===== config.mk =====
export PLATFORM = sky130hd
export DESIGN_NAME = ad9364_dac_scheduler
export DESIGN_NICKNAME = d
export VERILOG_FILES = /design/src/rtl/ad9364_dac_pkg.sv /design/src/rtl/ad9364_dac_pattern_gen.sv /design/src/rtl/ad9364_dac_scheduler.sv
export SDC_FILE = /design/constraint.sdc
export NUM_CORES = 1
export LEC_CHECK = 0
export ABC_CLOCK_PERIOD_IN_PS = 2600
export CORE_UTILIZATION = 30
export CTS_BUF_LIST = sky130_fd_sc_hd__clkbuf_4
export CTS_CLUSTER_DIAMETER = 60
export DETAILED_ROUTE_END_ITERATION = 7
export HOLD_SLACK_MARGIN = 0.05
export PLACE_DENSITY = 0.65
export SLEW_MARGIN = 10
export SYNTH_ARGS = -nofsm -noshare
export SYNTH_HDL_FRONTEND = slang
export SYNTH_HIERARCHICAL = 1
export SYNTH_SLANG_ARGS = --single-unit

===== constraint.sdc =====
create_clock -name clk -period 2.6 [get_ports clk]
set_input_delay 0.52 -clock clk [delete_from_list [all_inputs] [get_ports clk]]
set_output_delay 0.52 -clock clk [all_outputs]
set_load 0.005 [all_outputs]

===== src/rtl/ad9364_dac_pkg.sv =====
// Shared encodings and pattern constants for the AD9364 transmit scheduler.
package ad9364_dac_pkg;

    localparam int DW_DEFAULT = 12;

    typedef enum logic [1:0] {
        SRC_ZERO = 2'b00,
        SRC_S0   = 2'b01,
        SRC_S1   = 2'b10,
        SRC_PAT  = 2'b11
    } src_sel_e;

    typedef enum logic [1:0] {
        PAT_E0 = 2'd0,
        PAT_E1 = 2'd1,
        PAT_E2 = 2'd2
    } pat_idx_e;

    // Pattern entries as 12-bit two's complement I/Q codes.
    localparam logic [11:0] PAT0_I = 12'o3777;
    localparam logic [11:0] PAT0_Q = 12'o3737;
    localparam logic [11:0] PAT1_I = 12'o0000;
    localparam logic [11:0] PAT1_Q = 12'o1737;
    localparam logic [11:0] PAT2_I = 12'o4000;
    localparam logic [11:0] PAT2_Q = 12'o0000;

endpackage


===== src/rtl/ad9364_dac_pattern_gen.sv =====
// Three-entry I/Q test pattern source; only instantiated when AD9364_DAC_PATTERN_EN is defined.
module ad9364_dac_pattern_gen
    import ad9364_dac_pkg::*;
#(
    parameter int DW = DW_DEFAULT
) (
    input  logic          clk,
    input  logic          rst,
    input  logic          restart,
    input  logic          advance,
    input  logic          r1_mode,
    output logic [DW-1:0] pat_i1,
    output logic [DW-1:0] pat_q1,
    output logic [DW-1:0] pat_i2,
    output logic [DW-1:0] pat_q2
);

    pat_idx_e    idx_q;
    pat_idx_e    idx_d;
    pat_idx_e    cur;
    logic [11:0] i_raw;
    logic [11:0] q_raw;

    always_comb begin
        // A restart presents entry 0 in the same cycle it is requested.
        cur   = restart ? PAT_E0 : idx_q;
        idx_d = idx_q;
        if (advance) begin
            case (cur)
                PAT_E0:  idx_d = PAT_E1;
                PAT_E1:  idx_d = PAT_E2;
                default: idx_d = PAT_E0;
            endcase
        end else if (restart) begin
            idx_d = PAT_E0;
        end

        case (cur)
            PAT_E0: begin
                i_raw = PAT0_I;
                q_raw = PAT0_Q;
            end
            PAT_E1: begin
                i_raw = PAT1_I;
                q_raw = PAT1_Q;
            end
            default: begin
                i_raw = PAT2_I;
                q_raw = PAT2_Q;
            end
        endcase

        pat_i1 = DW'($signed(i_raw));
        pat_q1 = DW'($signed(q_raw));
        pat_i2 = r1_mode ? '0 : pat_i1;
        pat_q2 = r1_mode ? '0 : pat_q1;
    end

    always_ff @(posedge clk) begin
        if (rst) begin
            idx_q <= PAT_E0;
        end else begin
            idx_q <= idx_d;
        end
    end

endmodule


===== src/rtl/ad9364_dac_scheduler.sv =====
// AD9364 transmit slot scheduler: dac_valid cadence, source arbitration and underflow counting.
// Optional pattern source compiled in with AD9364_DAC_PATTERN_EN.
module ad9364_dac_scheduler
    import ad9364_dac_pkg::*;
#(
    parameter int DW   = DW_DEFAULT,
    parameter int UF_W = 16
) (
    input  logic            clk,
    input  logic            rst,
    input  logic            dac_enable,
    input  logic            dac_r1_mode,
    input  logic [1:0]      src_sel,
    input  logic            s0_valid,
    input  logic [4*DW-1:0] s0_data,
    output logic            s0_ready,
    input  logic            s1_valid,
    input  logic [4*DW-1:0] s1_data,
    output logic            s1_ready,
    input  logic            underflow_clr,
    output logic            dac_valid,
    output logic [DW-1:0]   dac_data_i1,
    output logic [DW-1:0]   dac_data_q1,
    output logic [DW-1:0]   dac_data_i2,
    output logic [DW-1:0]   dac_data_q2,
    output logic [1:0]      src_active,
    output logic [UF_W-1:0] underflow_cnt
);

    logic [1:0]      cnt_q, cnt_d;
    logic            r1_q, r1_d;
    logic [1:0]      src_q, src_d;
    logic            valid_q, valid_d;
    logic [4*DW-1:0] data_q, data_d;
    logic [UF_W-1:0] uf_q, uf_d;

    logic            slot;
    logic            underflow;
    logic [1:0]      wrap_at;
    logic [4*DW-1:0] sel_lanes;
    logic [4*DW-1:0] pat_lanes;

`ifdef AD9364_DAC_PATTERN_EN
    logic [DW-1:0] pat_i1, pat_q1, pat_i2, pat_q2;

    ad9364_dac_pattern_gen #(
        .DW (DW)
    ) u_pattern_gen (
        .clk     (clk),
        .rst     (rst),
        .restart (src_q != SRC_PAT),
        .advance (slot && (src_sel == SRC_PAT)),
        .r1_mode (dac_r1_mode),
        .pat_i1  (pat_i1),
        .pat_q1  (pat_q1),
        .pat_i2  (pat_i2),
        .pat_q2  (pat_q2)
    );

    assign pat_lanes = {pat_i1, pat_q1, pat_i2, pat_q2};
`else
    assign pat_lanes = '0;
`endif

    always_comb begin
        slot     = !rst && dac_enable && (cnt_q == 2'd0);
        s0_ready = slot && (src_sel == SRC_S0);
        s1_ready = slot && (src_sel == SRC_S1);

        // Mode is only re-sampled at a slot so the running period always completes.
        r1_d    = slot ? dac_r1_mode : r1_q;
        wrap_at = r1_d ? 2'd1 : 2'd3;
        if (!dac_enable) begin
            cnt_d = 2'd0;
        end else if (cnt_q == wrap_at) begin
            cnt_d = 2'd0;
        end else begin
            cnt_d = cnt_q + 2'd1;
        end

        src_d     = slot ? src_sel : src_q;
        underflow = (s0_ready && !s0_valid) || (s1_ready && !s1_valid);

        case (src_sel)
            SRC_S0:  sel_lanes = s0_valid ? s0_data : '0;
            SRC_S1:  sel_lanes = s1_valid ? s1_data : '0;
            SRC_PAT: sel_lanes = pat_lanes;
            default: sel_lanes = '0;
        endcase
        if (dac_r1_mode) begin
            sel_lanes[2*DW-1:0] = '0;
        end

        data_d  = slot ? sel_lanes : data_q;
        valid_d = slot;

        if (underflow_clr) begin
            uf_d = underflow ? UF_W'(1) : '0;
        end else if (underflow && (uf_q != {UF_W{1'b1}})) begin
            uf_d = uf_q + UF_W'(1);
        end else begin
            uf_d = uf_q;
        end
    end

    always_ff @(posedge clk) begin
        if (rst) begin
            cnt_q   <= 2'd0;
            r1_q    <= 1'b1;
            src_q   <= SRC_ZERO;
            valid_q <= 1'b0;
            data_q  <= '0;
            uf_q    <= '0;
        end else begin
            cnt_q   <= cnt_d;
            r1_q    <= r1_d;
            src_q   <= src_d;
            valid_q <= valid_d;
            data_q  <= data_d;
            uf_q    <= uf_d;
        end
    end

    assign dac_valid     = valid_q;
    assign dac_data_i1   = data_q[4*DW-1:3*DW];
    assign dac_data_q1   = data_q[3*DW-1:2*DW];
    assign dac_data_i2   = data_q[2*DW-1:DW];
    assign dac_data_q2   = data_q[DW-1:0];
    assign src_active    = src_q;
    assign underflow_cnt = uf_q;

endmodule


* Word level (Yosys, flattened, before mapping) *
Index checks and enable logic that the tools add are counted.

word-level totals
  output and inout port bits = 69
  word-level logic and storage cells = 36
  input port bits = 105
  register bits after elaboration = 70

cells by class
  equality and inequality tests = 4
  reduce and logical (&&, ||, !) cells = 14
  bitwise operators = 1
  mux-type cells = 9
  $add $sub $neg = 2

operator list
  kind                                                  count
  two-way mux 48 bit                                    2
  case mux 48 bit (2 select lines)                      1
  two-way mux 16 bit                                    2
  two-way mux 24 bit                                    1
  adder 16 x 1 -> 16 bit (second input constant)        1
  inequality test 16 bit (second input constant)        1
  logical AND 1 bit                                     7
  zero test 1 bit                                       3
  OR reduction 3 bit                                    1
  adder 2 x 1 -> 2 bit (second input constant)          1
  equality test 2 x 1 -> 1 bit (second input constant)  1
  equality test 2 bit                                   1
  equality test 2 bit (second input constant)           1
  zero test 2 bit                                       1
  two-way mux 1 bit                                     2
  two-way mux 2 bit                                     1
  nonzero test 2 bit                                    1
  logical OR 1 bit                                      1
  inverter 1 bit                                        1

* Longest topological paths before layout *
Gate-level depths: netlist (run 1).

  depth after elaboration = 9
  mapped depth = 8
  depth with buffers taken out = 7

* Least setup slack after synthesis (run 1) *
Ideal clock, no wire load.

  path type = input -> register
  start point = input port src_sel[0]
  end point = register uf_q[10], in the netlist underflow_cnt[10]
  data required time = 2530 ps
  buffers on the path = 0
  stages on the path = 6
  setup time = 70 ps
  path slack = 651 ps
  arrival = 1878 ps
  path through = inv_1 -> ha_1 -> nand2b_1 -> a2111o_1 -> or4_1 -> a21oi_1

on the way
  longest elaborated chain between the ends = 6
  elaborated cells between the ends (all ways) = 9
  classes of those cells = eq/ne (2); reduce/logical (7)

ends and longest elaborated chain
  element                                                              RTL line                                                source
  start: declaration                                                   ad9364_dac_scheduler.sv:13                              input logic [1:0] src_sel,
  equality test 2 x 1 -> 1 bit or equality test 2 bit (tied branches)  ad9364_dac_scheduler.sv:67, ad9364_dac_scheduler.sv:68
  logical AND 1 bit, on equally long branches                          ad9364_dac_scheduler.sv:67, ad9364_dac_scheduler.sv:68
  logical AND 1 bit                                                    ad9364_dac_scheduler.sv:82                              underflow = (s0_ready && !s0_valid) || (s1_ready && !s1_valid);
  logical OR 1 bit *                                                   ad9364_dac_scheduler.sv:82
  logical AND 1 bit *                                                  ad9364_dac_scheduler.sv:99                              end else if (underflow && (uf_q != {UF_W{1'b1}})) begin
  nonzero test 2 bit (no source line) *                                -
  end signal: assignment                                               ad9364_dac_scheduler.sv:120                             uf_q <= uf_d;
  end: declaration                                                     ad9364_dac_scheduler.sv:35                              logic [UF_W-1:0] uf_q, uf_d;

Mark *: on every way between the ends. The rest lies on a longest branch, timed or not.
A chain may end at the register's enable or synchronous reset.

* Worst setup path in the final report (run 1) *
  start point = input port dac_enable
  end point = output port s0_ready

on the way
  longest elaborated chain between the ends = 3

ends and longest elaborated chain
  element                          RTL line                    source
  start: declaration               ad9364_dac_scheduler.sv:11  input logic dac_enable,
  logical AND 1 bit (2 in series)  ad9364_dac_scheduler.sv:66  slot = !rst && dac_enable && (cnt_q == 2'd0);
  logical AND 1 bit                ad9364_dac_scheduler.sv:67  s0_ready = slot && (src_sel == SRC_S0);
  end: declaration                 ad9364_dac_scheduler.sv:16  output logic s0_ready,

No other way between the ends.

==> out/metrics.sh, run 1 <==
POST_SYNTH.CELL_AREA_AVG_UM2=9.15
STATUS='complete, no violations'
WORSTREG2REGSTART='underflow_cnt[0]'
SLEW-LIMIT-HEADROOM_PCT=60.8
WORST_PIN_SLEW_NS=0.589
HOLD_CLASS='flip-flop to flip-flop'
HPWL_UM=7410
CTS_SETUP_BUFFERS=0
POST-ROUTE-DRC-COUNT=0
PORTBUFFERS=173
DETAIL_ROUTE.VIAS_PER_CELL=5.20
RSZ0062_AT_GRT='no'
POWER.SWITCHING_uW=534
IO_PINS=174
INTERNAL-POWER_mW=1.87
SYNTH_TOP_AREA_CELL='dfxtp_1'
WORST_EP_ARRIVAL_TIME_NS=1.97
LAYOUT-DRIVE-GT1-SHARE_PCT=6.73
REG2REG_SETUP_SLACK_NS=0.62
POST-ROUTE-PERIOD-UTIL_PCT=95.6
SYNTH_AREA_LEADERS='dfxtp_1 44%, a22o_1 13%, a22oi_1 11%'
NUM-FILL-CELLS=1010
DRT_FIRST_PASS_ITERS=5
MAX_FREQ_MHz=402
NUMBER_OF_GLOBAL_ROUTE_VIAS_BEFORE_REPAIR=3441
SYNTHDOMINANTCELLAREASHARE_PCT=43.6
GRT_OVERFLOW=0
CLOCKROOTBUFFER='clkbuf_4'
GPL.FINAL_WEIGHTED_CONGESTION=0.832
R2R_END='underflow_cnt[10]'
NETSWITCHINGFRACTION_PCT=22.2
YS_WARN_COUNT=6
FINALWIRELENGTH_UM=10500
SEQUENTIAL_FRACTION_OF_THE_SYNTHESIS_AREA_PCT=43.6
DIE_HEIGHT_UM=105
POSTSYNTHNETCOUNT=460
HORIZONTAL_DIE_DIMENSION_UM=105
TIMING.MAX_CAP.VIOLATIONS=0
REQUIRED_TIME_AT_THE_ENDPOINT_OF_THE_CRITICAL_PATH_NS=2.08
DESIGN.DIE.AREA_UM2=11100
POWER.SHARE.COMBINATIONAL_PCT=14.0
DPL_CELL_AREA_UM2=5100
CORE_AREA_UM2=10400
NUMCTSBUFFERS=9
CTS_MAX_LEVEL=3
ENDPOINT_KIND='output port'
CRIT_PATH_END='s0_ready'
POST_SYNTH_INSTANCE_AREA_UM2=3210
CRITICALPATHCATEGORY='primary input to output port'
CTS_HOLD_REPAIR.BUFFERS=0
GRT_MAX_DEGREE=58
SETUP_TOTAL_NEG_SLACK_NS=0
POST_CTS_RESIZE_COUNT=0
CP_MAX_FO=5
CTS_TREE='built'
FINAL_NET_COUNT=624
PWR-SHARE-CLK_PCT=40.6
CLK_TRANSITION_REPORTED_PATHS_NS=0.11
PRE_CTS_SLACK_NS=0.0526
TOTAL_POWER_mW=2.41
SYNTH_SIMPLE_GATE_AREA_SHARE_PCT=17.9
CLOCK_INSERTION_DELAY_WORST_SKEW_NS=0.41
WIRE_PER_INST_UM=15.9
MAX-VDD-IR-DROP_uV=252
TIMING.REG2REG.WORST_PATH_DEPTH=5
COMBINATIONAL_FAMILY_WITH_THE_MOST_AREA_AFTER_SYNTHESIS='compound AO/OA/AOI/OAI gates'
DRV_SLEW=0
ANTENNA_LEFT=0
WORST_SLACK_NS=0.115
FIN_WORST_SKEW_NS=0.0129
GR-USAGE-ALL-LAYERS_PCT=18.9
YS_ASYNC_SR_FRACTION_PCT=0
DR.FIRST_ITER.DRC_COUNT=155
P_LEAK_nW=1.90
FINALHOLDVIOLATIONS=0
SYNTH_XOR_XNOR_AREA_SHARE_PCT=0.273
POSTSYNTHCELLCOUNT=351
POSTSYNTH.TOPFLOPCELL='dfxtp_1'
POSTSYNTHREGISTERBITS=70
PERIOD_NEEDED_NS=2.49
CLOCK_SINK_COUNT=70
SYN_TO_FINAL_GROWTH_PCT=65.1
SETUP.WORST_PATH.START_CLASS='primary input'
SYNTH.LIB_CELLS_USED.DISTINCT=41
CRITPATHLAUNCH='dac_enable'
P_SEQ_SHARE_PCT=45.4
SYNTH_COMPOUND_GATE_AREA_SHARE_PCT=31.9
ROUTED-VIA-COUNT=3418
MUXSHAREOFSYNTHAREA_PCT=0.935
GRT_FIRST_PASS_WIRELENGTH_UM=16700
PLACEMENTROWS=37
POST_LAYOUT_INST_AREA_UM2=5310
GRT_ANTENNA_BEFORE_REPAIR=1
NUMBER_OF_ENABLE_TYPE_REGISTER_CELLS_IN_THE_SYNTHESIZED_NETLIST=0
POWER_DENSITY_nW_PER_UM2=454
STARTING_DENSITY_OF_THE_CORE_PCT=31.0
CTSLONGESTPATHBUFFERS=2
TIMING.FINAL.SETUP_VIOLATIONS=0
SYNTH_ADDER_AREA_SHARE_PCT=1.56
==> how the worst min path moves through the flow <==
stage / slack, ns / to / cells after the start / startpoint
3_3_place_gp: 0.43 / cnt_q[0] / 1 / cnt_q[0]
4_1_cts: 0.45 / cnt_q[0] / 1 / cnt_q[0]
2_1_floorplan: 0.42 / cnt_q[0] / 1 / cnt_q[0]
6_report: 0.45 / cnt_q[0] / 1 / cnt_q[0]
5_1_grt: 0.49 / dac_valid / 3 / rst
3_5_place_dp: 0.44 / cnt_q[0] / 1 / cnt_q[0]
==> stage by stage <==
step,util (%),hold slack [ns],std cells
after floorplan,-,0.421,351
after global placement,49.2,0.432,640
after detailed placement,49.2,0.437,640
after CTS,51.1,0.453,656
after global routing,51.2,0.489,657
final,51.2,0.449,657
==> flip-flops by register name (all words and copies together), names as in the netlist <==
| register | cells |
|---|---|
| cnt_q | 2 |
| dac_valid | 1 |
| data_q | 48 |
| r1_q | 1 |
| src_active | 2 |
| underflow_cnt | 16 |
==> synthesized netlist by cell type (all sizes together), types with 6 or more instances <==
master   n
a21oi   12
nand2    7
dfxtp   70
nand4    7
a22o    48
o31ai    6
or4      7
o21ai    6
nor2    53
a22oi   48
clkbuf  23
==> routing by layer <==
layer	part of all wire [%]	GRT usage, %	vias up
met2	48	32.3	140
met5	0	0	-
met3	8.7	6.12	12
met4	1.5	7.04	0
met1	42	22.1	1598
li1	-	-	1668
==> layout make-up <==
type | count | area [um2] | area share (%)
multi-input combinational | 248 | 1700 | 32.0
timing repair buffer | 181 | 1810 | 34.2
clock buffer | 9 | 67.6 | 1.27
tap | 136 | 170 | 3.21
sequential | 70 | 1400 | 26.4
antenna | 1 | 2.50 | 0.0472
clock inverter | 7 | 136 | 2.57
inverter | 5 | 18.8 | 0.354
==> power groups by stage <==
stage               Sequential, mW  Clock, mW  Combinational, mW
CTS                           1.09       1.00              0.340
finish                        1.09      0.978              0.338
detailed placement            1.12          0              0.339
global route                  1.10       1.06              0.363
floorplan                     1.12          0              0.116
global placement              1.12          0              0.336
==> cells by family (layout without fill, tap and decap cells) <==
| logic type | Yosys count | in the layout |
|---|---|---|
| and+or+nand+nor | 108 | 108 |
| AOI/OAI and AO/OA | 132 | 132 |
| muxes | 3 | 3 |
| adders and majority gates | 4 | 4 |
| buffers and inverters | 33 | 202 |
| xor gates and xnor gates | 1 | 1 |
| DFF | 70 | 70 |
| other | 0 | 1 |
==> placed cells by master (no fill, tap or decap), types with 5 or more instances in the layout <==
cell type	n
clkbuf_4	9
o21a_1	5
nand4_1	6
dfxtp_1	70
clkdlybuf4s50_1	172
nor2_1	52
o21ai_0	6
a22oi_1	48
or4_1	7
nand2_1	7
buf_4	6
a21oi_1	12
a22o_1	48
inv_1	5
o31ai_1	6
==> worst max-delay path, stage by stage <==
cell             delay, ns
clkdlybuf4s50_1       0.54
nand3b_4              0.12
inv_1                 0.15
and2_1                0.14
clkdlybuf4s50_1       0.49
No activity file was read; power rests on OpenSTA's default activity.
==> inputs of run 2 (changes only) <==
--- a/config.mk
+++ b/config.mk
@@ -12,6 +12,7 @@
 export DETAILED_ROUTE_END_ITERATION = 7
 export HOLD_SLACK_MARGIN = 0.05
 export PLACE_DENSITY = 0.65
+export SKIP_CTS_REPAIR_TIMING = 1
 export SLEW_MARGIN = 10
 export SYNTH_ARGS = -nofsm -noshare
 export SYNTH_HDL_FRONTEND = slang
==> results of run 2 <==
No change in the layout: final DEF, timing and power equal those of run 1.
==> RTL edit (flow settings as in run 2) <==
Take the reset off `data_q` and `uf_q` and load them in a clocked block of their own.
--- a/src/rtl/ad9364_dac_scheduler.sv
+++ b/src/rtl/ad9364_dac_scheduler.sv
@@ -109,16 +109,17 @@
             r1_q    <= 1'b1;
             src_q   <= SRC_ZERO;
             valid_q <= 1'b0;
-            data_q  <= '0;
-            uf_q    <= '0;
         end else begin
             cnt_q   <= cnt_d;
             r1_q    <= r1_d;
             src_q   <= src_d;
             valid_q <= valid_d;
-            data_q  <= data_d;
-            uf_q    <= uf_d;
         end
+    end
+
+    always_ff @(posedge clk) begin
+        data_q <= data_d;
+        uf_q   <= uf_d;
     end
 
     assign dac_valid     = valid_q;
Function: differs if rst is asserted again (counterexample within 4 cycles, from zero or initial values and one cycle with rst high); with rst held inactive, the same outputs for 10 cycles.
==> RTL edit against run 2 <==
  * Wire length decreased by 15%
  * Synthesized cell count decreased by 20%
  * Clock power decreased by 19%
  * Sequential power increased by 20%
  * Area after synthesis increased by 2.0%
  * Critical path depth increased by 1
  * Worst setup slack got worse by 0.00079 ns
  * Design area increased by 0.64%
  * Count of clock-buffer cells in the layout unchanged
  * Core utilization decreased by 0.13 points
  * Largest power group unchanged
  * Fmax about the same
  * Sequential cell count unchanged
  * Non-clock buffer count unchanged
  * Total power increased by 4.4%
==> RTL edit: results (changes against run 2) <==
Status:
- The flow ran to the end, and the final reports show no timing, DRC or antenna violations.

Yosys:
- The number of nets in the synthesized netlist came to 389 (-15%).
- The unique cell type count in the Yosys netlist is 33 (-20%).
- The number of synthesized flops with an enable pin came to 64 (+64).
- The register area share after synthesis is 0.6231 (+0.1870).
- In the synthesized netlist, the cells that appear most often are sky130_fd_sc_hd__edfxtp_1 (64), sky130_fd_sc_hd__nor2_1 (55), sky130_fd_sc_hd__a22oi_1 (49).
- By area the synthesized netlist is led by sky130_fd_sc_hd__edfxtp_1 (59%), sky130_fd_sc_hd__a22oi_1 (11%), sky130_fd_sc_hd__nor2_1 (6.3%).

Setup path:
- The worst setup path startpoint is cnt_q[0]$_SDFF_PP0_.
- The worst setup slack for register-to-register paths is 0.37 ns (-0.25 ns).
- The end of the worst register-to-register path is underflow_cnt[6]$_SDFFCE_PP0P_.
- The worst register-to-register path begins at underflow_cnt[0]$_DFFE_PP_.
- The maximum fanout encountered on the critical timing path is 4 (-1).

CTS:
- The number of levels the H-tree was split into is 3 (unchanged).

GRT:
- The number of global-route vias before repair is 2855 (-17%).
- The wire length of the first global-routing pass is 13.94 mm (-17%).
- The overall global routing resource usage was 0.1584 (-0.03104).
- The largest net degree at the start of global routing is 49 (-16%).
- The initial antenna violation count is 0 (-1).

Pwr:
- The maximum ir drop on the vdd rail came to 0.2566 mV (+1.7%).
- The sequential share of power is 0.522 (+0.068).
- The cell-internal power is 1.920 mW (+2.4%).
- The combinational power share is 0.165 (+0.025).

Timing:
- The worst clock skew is 0.01999 ns (+0.007042 ns).

Layout:
- The share of layout cells above drive strength 1 came to 0.07642 (+0.009112).
- The number of inserted filler cells in the final layout was 994 (-1.6%).
- The post-layout net count is 562 (-9.9%).

Worst hold path:
- The worst hold-check path type is flop to flop.

Place:
- The half-perimeter wire length after detailed placement is 6.503 mm (-12%).

Detailed routing:
- The detailed-route wire length was 8.880 mm (-15%).
- The DRC violation total after the first TritonRoute iteration is 157 (+1.3%).
- The number of vias per cell is 4.864 (-6.5%).
## RTL edit: changes by cell type in the layout (fill, tap and decap cells not counted), sizes merged, moves of 4 or more
| cell | change |
|---|---|
| dfxtp | -64 |
| edfxtp | +64 |
| a22o | -48 |
| nor2b | +6 |
| o21a | -5 |
| a21oi | -4 |
| mux2 | +4 |
| nor3 | -4 |
## RTL edit: logic make-up (layout without fill, tap and decap cells)
kind of cell	Yosys count	in the layout	share of synthesized area
AND/OR/NAND/NOR	101	101	0.1535
flip-flops	70	70	0.6231
AO/OA/AOI/OAI	68	68	0.1455
buffers and inverters	27	205	0.03207
multiplexers	6	6	0.01985
adder cells (fa/ha/maj)	4	4	0.01527
XOR/XNOR	4	4	0.01069
other	0	1	0
## RTL edit: metal layers
layer	share of wire	vias up	wire (um)	global-route usage
li1	-	1403	-	-
met3	0.061	11	541	0.04292
met2	0.51	108	4532	0.2713
met5	0	-	0	0
met1	0.41	1372	3677	0.1881
met4	0.014	0	128	0.06262
## RTL edit: layout make-up
cell class,instances,share of cell area
multi-input cells,183,0.2137
well taps,136,0.03187
repair buffers,181,0.3361
inverters,8,0.005625
clock inverters,7,0.01664
diodes,1,0.0004687
flip-flops and latches,70,0.3829
clock buffers,9,0.01266
## RTL edit: through the flow
step                  util  power, mW  std cells  worst slack (ns)
finish              0.5103      2.515        595            0.1138
global placement    0.4944      1.748        578          -0.08573
CTS                 0.5093      2.547        594           0.01040
detailed placement  0.4944      1.758        578           -0.1549
floorplan                -      1.471        280            0.2314
global route        0.5100      2.636        594           0.01588
## RTL edit: worst max-delay path, stage by stage (launching register included)
cell and delay (ns):
sky130_fd_sc_hd__dfxtp_2 0.34, sky130_fd_sc_hd__inv_1 0.06, sky130_fd_sc_hd__ha_2 0.20, sky130_fd_sc_hd__and3b_2 0.22, sky130_fd_sc_hd__buf_4 0.12, sky130_fd_sc_hd__and2_1 0.12, sky130_fd_sc_hd__clkdlybuf4s50_1 0.50
## RTL edit: how the worst min path moves through the flow
stage,from,cells after the start,slack (ns),end
global placement,cnt_q[0]$_SDFF_PP0_,1,0.43,cnt_q[0]$_SDFF_PP0_
CTS,cnt_q[0]$_SDFF_PP0_,1,0.46,cnt_q[0]$_SDFF_PP0_
finish,cnt_q[0]$_SDFF_PP0_,1,0.42,cnt_q[0]$_SDFF_PP0_
floorplan,cnt_q[0]$_SDFF_PP0_,1,0.42,cnt_q[0]$_SDFF_PP0_
detailed placement,cnt_q[0]$_SDFF_PP0_,1,0.44,cnt_q[0]$_SDFF_PP0_
global route,cnt_q[0]$_SDFF_PP0_,1,0.45,cnt_q[0]$_SDFF_PP0_
